$ cat config.mk
export PLATFORM = sky130hd
export DESIGN_NAME = ddr4_ca_iod_dly_ctrl
export DESIGN_NICKNAME = d
export VERILOG_FILES = /design/src/rtl/ddr4_ca_iod_dly_ctrl.sv
export SDC_FILE = /design/constraint.sdc
export NUM_CORES = 1
export LEC_CHECK = 0
export CAP_MARGIN = 20
export CORE_UTILIZATION = 56
export CTS_BUF_LIST = sky130_fd_sc_hd__clkbuf_8
export DETAILED_ROUTE_END_ITERATION = 6
export GPL_TIMING_DRIVEN = 0
export PLACE_DENSITY = 0.92
export SKIP_CTS_REPAIR_TIMING = 1
export SLEW_MARGIN = 20
export SYNTH_ARGS = -nofsm -noshare
export SYNTH_HDL_FRONTEND = slang
export SYNTH_HIERARCHICAL = 1
export SYNTH_SLANG_ARGS = --single-unit
$ cat constraint.sdc
create_clock -name FAB_CLK -period 6.23 [get_ports FAB_CLK]
set_clock_uncertainty 0.05 [all_clocks]
set_input_delay 0.9345 -clock FAB_CLK [delete_from_list [all_inputs] [get_ports FAB_CLK]]
set_output_delay 0.9345 -clock FAB_CLK [all_outputs]
set_load 0.05 [all_outputs]
$ cat src/rtl/ddr4_ca_iod_dly_ctrl.sv
// DDR4 CA/BA IOD lane driver: one-cycle registered TX/OE/ODT path plus a
// request-driven FSM that steps a single lane's delay line tap by tap.

module ddr4_ca_iod_lane #(
  parameter int RATIO = 4
) (
  input  logic             clk,
  input  logic             rst,
  input  logic [RATIO-1:0] tx_in,
  input  logic [RATIO-1:0] oe_in,
  input  logic             odt_in,
  input  logic             oe_kill,
  input  logic             sel,
  input  logic             move_act,
  input  logic             load_act,
  input  logic             dir_act,
  output logic [RATIO-1:0] tx,
  output logic [RATIO-1:0] oe,
  output logic             odt,
  output logic             move,
  output logic             load,
  output logic             dir
);
  always_ff @(posedge clk) begin
    if (rst) begin
      tx  <= '0;
      oe  <= '0;
      odt <= 1'b0;
    end else begin
      tx  <= tx_in;
      oe  <= oe_kill ? '0 : oe_in;
      odt <= odt_in;
    end
  end

  assign move = sel & move_act;
  assign load = sel & load_act;
  assign dir  = sel & dir_act;
endmodule

module ddr4_ca_iod_dly_ctrl #(
  parameter int NUM_LANES      = 2,
  parameter int RATIO          = 4,
  parameter int TAP_W          = 8,
  parameter int TAP_MAX        = 255,
  parameter int RESET_TAP      = 1,
  parameter int MOVE_GAP       = 2,
  parameter int FREEZE_ON_MOVE = 0
) (
  input  logic                       FAB_CLK,
  input  logic                       TX_SYNC_RST,
  input  logic [NUM_LANES*RATIO-1:0] TX_DATA_IN,
  input  logic [NUM_LANES*RATIO-1:0] OE_DATA_IN,
  input  logic                       ODT_EN_IN,
  output logic [NUM_LANES*RATIO-1:0] TX_DATA,
  output logic [NUM_LANES*RATIO-1:0] OE_DATA,
  output logic [NUM_LANES-1:0]       ODT_EN,
  input  logic                       DLY_REQ_VALID,
  output logic                       DLY_REQ_READY,
  input  logic [3:0]                 DLY_REQ_LANE,
  input  logic [TAP_W-1:0]           DLY_REQ_TAP,
  input  logic                       DLY_REQ_LOAD,
  output logic                       DLY_DONE,
  output logic                       DLY_ERR,
  output logic [TAP_W-1:0]           DLY_CUR_TAP,
  output logic [NUM_LANES-1:0]       DELAY_LINE_MOVE,
  output logic [NUM_LANES-1:0]       DELAY_LINE_DIRECTION,
  output logic [NUM_LANES-1:0]       DELAY_LINE_LOAD,
  input  logic [NUM_LANES-1:0]       DELAY_LINE_OUT_OF_RANGE
);
  localparam int LW = (NUM_LANES > 1) ? $clog2(NUM_LANES) : 1;

  typedef enum logic [2:0] {IDLE, LOAD, MOVE, GAP, DONE} state_t;

  typedef struct packed {
    logic [3:0]       lane;
    logic [TAP_W-1:0] tgt;
  } req_t;

  state_t                          state_q, state_d;
  req_t                            req_q;
  logic [NUM_LANES-1:0][TAP_W-1:0] tap_q;
  logic [TAP_W-1:0]                cur_q;
  logic                            err_q, dir_q;
  logic [2:0]                      gap_q;

  logic             accept, req_bad, up, oor, gap_last, motion_d;
  logic             move_act, load_act, dir_act;
  logic [LW-1:0]    req_idx, lane_idx;
  logic [TAP_W-1:0] cur, req_cur;
  logic [3:0]       lane_nx;
  logic [NUM_LANES-1:0] oe_kill;

  assign req_idx  = DLY_REQ_LANE[LW-1:0];
  assign lane_idx = req_q.lane[LW-1:0];
  assign req_cur  = tap_q[req_idx];
  assign cur      = tap_q[lane_idx];
  assign accept   = DLY_REQ_VALID && (state_q == IDLE);
  assign req_bad  = ({1'b0, DLY_REQ_LANE} >= 5'(NUM_LANES)) ||
                    ({1'b0, DLY_REQ_TAP} > (TAP_W+1)'(TAP_MAX));
  assign up       = req_q.tgt > cur;
  assign oor      = DELAY_LINE_OUT_OF_RANGE[lane_idx];
  assign gap_last = gap_q == 3'(MOVE_GAP - 1);

  always_comb begin
    state_d  = state_q;
    move_act = 1'b0;
    load_act = 1'b0;
    dir_act  = 1'b0;
    case (state_q)
      IDLE: if (accept) begin
        if (req_bad)                    state_d = DONE;
        else if (DLY_REQ_LOAD)          state_d = LOAD;
        else if (DLY_REQ_TAP == req_cur) state_d = DONE;
        else                            state_d = MOVE;
      end
      LOAD: begin
        load_act = 1'b1;
        state_d  = (req_q.tgt == '0) ? DONE : MOVE;
      end
      MOVE: begin
        move_act = 1'b1;
        dir_act  = up;
        state_d  = GAP;
      end
      GAP: begin
        dir_act = dir_q;
        if (oor)           state_d = DONE;
        else if (gap_last) state_d = (cur == req_q.tgt) ? DONE : MOVE;
      end
      DONE:    state_d = IDLE;
      default: state_d = IDLE;
    endcase
  end

  // OE_DATA is registered, so the freeze keys off the state/lane of the next cycle.
  assign motion_d = (state_d == MOVE) || (state_d == GAP);
  assign lane_nx  = accept ? DLY_REQ_LANE : req_q.lane;

  always_comb begin
    oe_kill = '0;
    for (int l = 0; l < NUM_LANES; l++)
      oe_kill[l] = (FREEZE_ON_MOVE != 0) && motion_d && (lane_nx == 4'(l));
  end

  always_ff @(posedge FAB_CLK) begin
    if (TX_SYNC_RST) begin
      state_q <= IDLE;
      req_q   <= '0;
      cur_q   <= '0;
      err_q   <= 1'b0;
      dir_q   <= 1'b0;
      gap_q   <= '0;
      for (int l = 0; l < NUM_LANES; l++) tap_q[l] <= TAP_W'(RESET_TAP);
    end else begin
      state_q <= state_d;
      case (state_q)
        IDLE: if (accept) begin
          req_q.lane <= DLY_REQ_LANE;
          req_q.tgt  <= DLY_REQ_TAP;
          err_q      <= req_bad;
          if (!req_bad) cur_q <= req_cur;
        end
        LOAD: begin
          tap_q[lane_idx] <= '0;
          cur_q           <= '0;
        end
        MOVE: begin
          dir_q           <= up;
          gap_q           <= '0;
          tap_q[lane_idx] <= up ? cur + TAP_W'(1) : cur - TAP_W'(1);
          cur_q           <= up ? cur + TAP_W'(1) : cur - TAP_W'(1);
        end
        GAP: begin
          gap_q <= gap_q + 3'd1;
          if (oor) err_q <= 1'b1;
        end
        default: ;
      endcase
    end
  end

  assign DLY_REQ_READY = (state_q == IDLE) && !TX_SYNC_RST;
  assign DLY_DONE      = state_q == DONE;
  assign DLY_ERR       = err_q;
  assign DLY_CUR_TAP   = cur_q;

  for (genvar l = 0; l < NUM_LANES; l++) begin : g_lane
    ddr4_ca_iod_lane #(.RATIO(RATIO)) u_lane (
      .clk      (FAB_CLK),
      .rst      (TX_SYNC_RST),
      .tx_in    (TX_DATA_IN[l*RATIO +: RATIO]),
      .oe_in    (OE_DATA_IN[l*RATIO +: RATIO]),
      .odt_in   (ODT_EN_IN),
      .oe_kill  (oe_kill[l]),
      .sel      (req_q.lane == 4'(l)),
      .move_act (move_act),
      .load_act (load_act),
      .dir_act  (dir_act),
      .tx       (TX_DATA[l*RATIO +: RATIO]),
      .oe       (OE_DATA[l*RATIO +: RATIO]),
      .odt      (ODT_EN[l]),
      .move     (DELAY_LINE_MOVE[l]),
      .load     (DELAY_LINE_LOAD[l]),
      .dir      (DELAY_LINE_DIRECTION[l])
    );
  end
endmodule

==> flow_summary_export.csv <==
group,metric,value,unit
outcome,outcome,"completed",
finish,area.sequential,0.001241,mm^2
timing,period_share,0.8171,
finish,instances_no_fill,537,
worst_setup_path,crit_slowest_cell,"clkdlybuf4s50_1",
worst_setup_path,start_kind,"flip-flop",
finish,fillers,372,
synth,syn_area,0.003146,mm^2
clocking,cts_tree,"built",
worst_setup_path,required,5250,ps
placement,dpl.hpwl,6848,um
floorplanning,start_util,0.5969,
synth,syn_inst,377,
synth,synth-seq-area-share,0.3946,
placement,place_ws,1517,ps
routing,drt-pass1-iter-count,7,
pwr,power.density,246.3,mW/mm^2
worst_setup_path,cp.arrival,4110,ps
worst_setup_path,critical_path_class,"reg -> out",
routing,drt-total-wl,9258,um
clocking,cts_buffer_depth,2,
synth,netlist-cell-type-count,46,
floorplanning,rows,26,
floorplanning,die_x,76.95,um
global_route,grt_overflow,0,
timing,hold_viol,0,
global_route,grt_max_degree,23,
routing,vias,3252,
clocking,numCtsBuffers,9,
pwr,p_leak,1.605,nW
timing,setup-tns-final,0,ps
synth,ys_ff_latch,62,
floorplanning,fp.dieH,76.95,um
finish,drive_gt1_frac,0.06210,
clocking,cts.clk_slew.worst_paths,60,ps
routing,drc,0,
global_route,grt_pass1_wl,15180,um
clocking,clkSinkCount,62,
placement,place.gp.congestion,0.9519,
clocking,clock_latency,350,ps
timing,tightest_slew,827.0,ps
routing,wire_per_inst,17.24,um
worst_setup_path,critical_path.cell_chain,"buf_2 > buf_1 > mux2i_1 > ha_1 > nor2b_1 > o211ai_1 > a21oi_1 > o21ba_2 > buf_2 > nand2_1 > nand2_1 > and2_1 > clkdlybuf4s50_1",
pwr,vdd_drop_max,152.7,uV
run,maxCapViolCount,0,
hold_path,min_path_type,"reg -> reg",
worst_setup_path,rr_startpoint,"lane_idx",
timing,finalSetupViolCount,0,
finish,finalNetCount,515,
floorplanning,core-area,0.005270,mm^2
placement,numPortBuffers,68,
worst_setup_path,crit_fanout,10,
finish,area_delta_synth_final,30.19,%
synth,syn_avg_cell_area,8.344,um^2
routing,ant_nets,0,
global_route,antenna_found_initial,0,
timing,final-max-slew-violation-count,0,
floorplanning,die_area,0.005921,mm^2
clocking,cts-root-buf,"clkbuf_8",
timing,timing.hold.ws,426.6,ps
worst_setup_path,slowest_delay,690,ps
hold_path,hold_path.startpoint,"tap_q[3]",
finish,multi_input_area,0.001800,mm^2
worst_setup_path,critical_path.startpoint,"lane_idx",
routing,drt_iter0_drc,293,
timing,max_freq,196.4,MHz
timing,max_slew_margin,0.4470,
timing,fin_ws,1139,ps
finish,diodes,0,
placement,placedCellCount,522,
worst_setup_path,end_kind,"primary output",
global_route,track_usage,0.3321,
clocking,cts_max_level,3,
timing,rsz0062_at_grt,"false",
timing,period_needed,5091,ps
routing,vias_per_cell,6.056,
floorplanning,io-pin-count,70,
global_route,grt_pass1_vias,3291,
pwr,power.total,0.001009,W
synth,ys_warn_count,6,
cells in the mapped netlist (all sizes together):
cell,number,share of area
dfxtp,62,0.39
nand2,47,0.056
nor2,45,0.054
a21oi,30,0.048
ha,16,0.064
inv,15,0.018
mux2i,13,0.044
nor2b,13,0.026
nor3,13,0.021
clkbuf,12,0.014
nor3b,10,0.024
o21ai,9,0.014
xnor2,8,0.022
a22oi,7,0.017
and2,7,0.014
buf,6,0.0091
nor4,6,0.012
a31oi,5,0.0099
xor2,5,0.014
mux2,4,0.014
nand4,4,0.0080
o22ai,4,0.0080
a211oi,3,0.0072
o211ai,3,0.0072
o21a,3,0.0072
a211o,2,0.0056
a21o,2,0.0048
a2bb2oi,2,0.0056
a311oi,2,0.0056
a31o,2,0.0056
nand3,2,0.0032
o221ai,2,0.0076
o31a,2,0.0056
or3,2,0.0040
or3b,2,0.0056
conb,1,0.0012
fa,1,0.0064
nor4b,1,0.0028
o21ba,1,0.0032
o22a,1,0.0028
o41ai,1,0.0028
or2,1,0.0020
worst max-delay path: cells and delay by family (launching register included):
family / cells / cell delay, ps
AND/OR/NAND/NOR: 4 / 460
buffers and inverters: 4 / 1660
AO/OA/AOI/OAI: 3 / 440
flip-flops: 1 / 410
adder cells (fa/ha/maj): 1 / 320
multiplexers: 1 / 460
routing by layer:
layer  global-route usage  vias to the layer above  wire, um
li1                     -                     1485         -
met1               0.3576                     1482      3413
met2               0.5839                      241      4414
met3              0.08690                       44      1020
met4               0.1904                        0       410
met5                    0                        -         0
placed cells by master, fill, tap and decap left out, types with 9 or more instances in the layout:
master	instances
a21oi_1	30
clkbuf_8	9
nor3_1	13
dfxtp_1	62
ha_1	16
mux2i_1	11
nor3b_1	10
clkbuf_1	12
clkdlybuf4s50_1	68
nand2_1	47
inv_1	15
nor2_1	45
o21ai_0	9
nor2b_1	13
flip-flops by register name, summed over array words and instances, names as in the netlist:
| register | count |
|---|---|
| dir_q | 1 |
| g_lane.u_lane/oe | 8 |
| g_lane.u_lane/odt | 2 |
| req_q | 11 |
| DLY_ERR | 1 |
| state_q | 3 |
| lane_idx | 1 |
| DLY_CUR_TAP | 8 |
| tap_q | 16 |
| g_lane.u_lane/tx | 8 |
| gap_q | 3 |
path summary, 6_finish.rpt:
kind | endpoint | slack, ps | cells past startpoint
worst max-delay path | DELAY_LINE_DIRECTION[0] | 1140 | 13
worst min-delay path | tap_q[3] | 430 | 2
worst max register to register | tap_q[15] | 1390 | 17
worst min register to register | tap_q[3] | 430 | 2
through the flow:
stage / util / cell area (um^2)
finish: 0.7771 / 4095
global route: 0.7771 / 4095
CTS: 0.7771 / 4095
detailed placement: 0.7476 / 3940
global placement: 0.7476 / 3940
floorplan: - / 3172
kinds of logic (layout without fill, tap and decap cells):
group	count (synthesis)	count (layout)	share of synthesized area
simple gates	153	153	0.2315
compound gates	81	81	0.1671
flops	62	62	0.3946
buf+inv	33	116	0.04136
fa+ha+maj	17	17	0.07001
mux	17	17	0.05808
xor+xnor	13	13	0.03620
other cells	1	8	0.001192
final cells by class:
class,instances,share of cell area
buffer,18,0.01803
clock buffer,9,0.03025
clock inverter,6,0.007638
inverter,15,0.01375
multi-input combinational,289,0.4397
sequential,62,0.3031
tap,70,0.02139
timing repair buffer,68,0.1662
power by group:
group | total (W) | switching, W | internal (W)
Clock | 0.000291 | 0.000154 | 0.000137
Combinational | 0.000289 | 0.000178 | 0.000112
Sequential | 0.000428 | 0.0000119 | 0.000416
Total | 0.00101 | 0.000344 | 0.000665
Note: power is estimated with default switching activity, not from simulation.
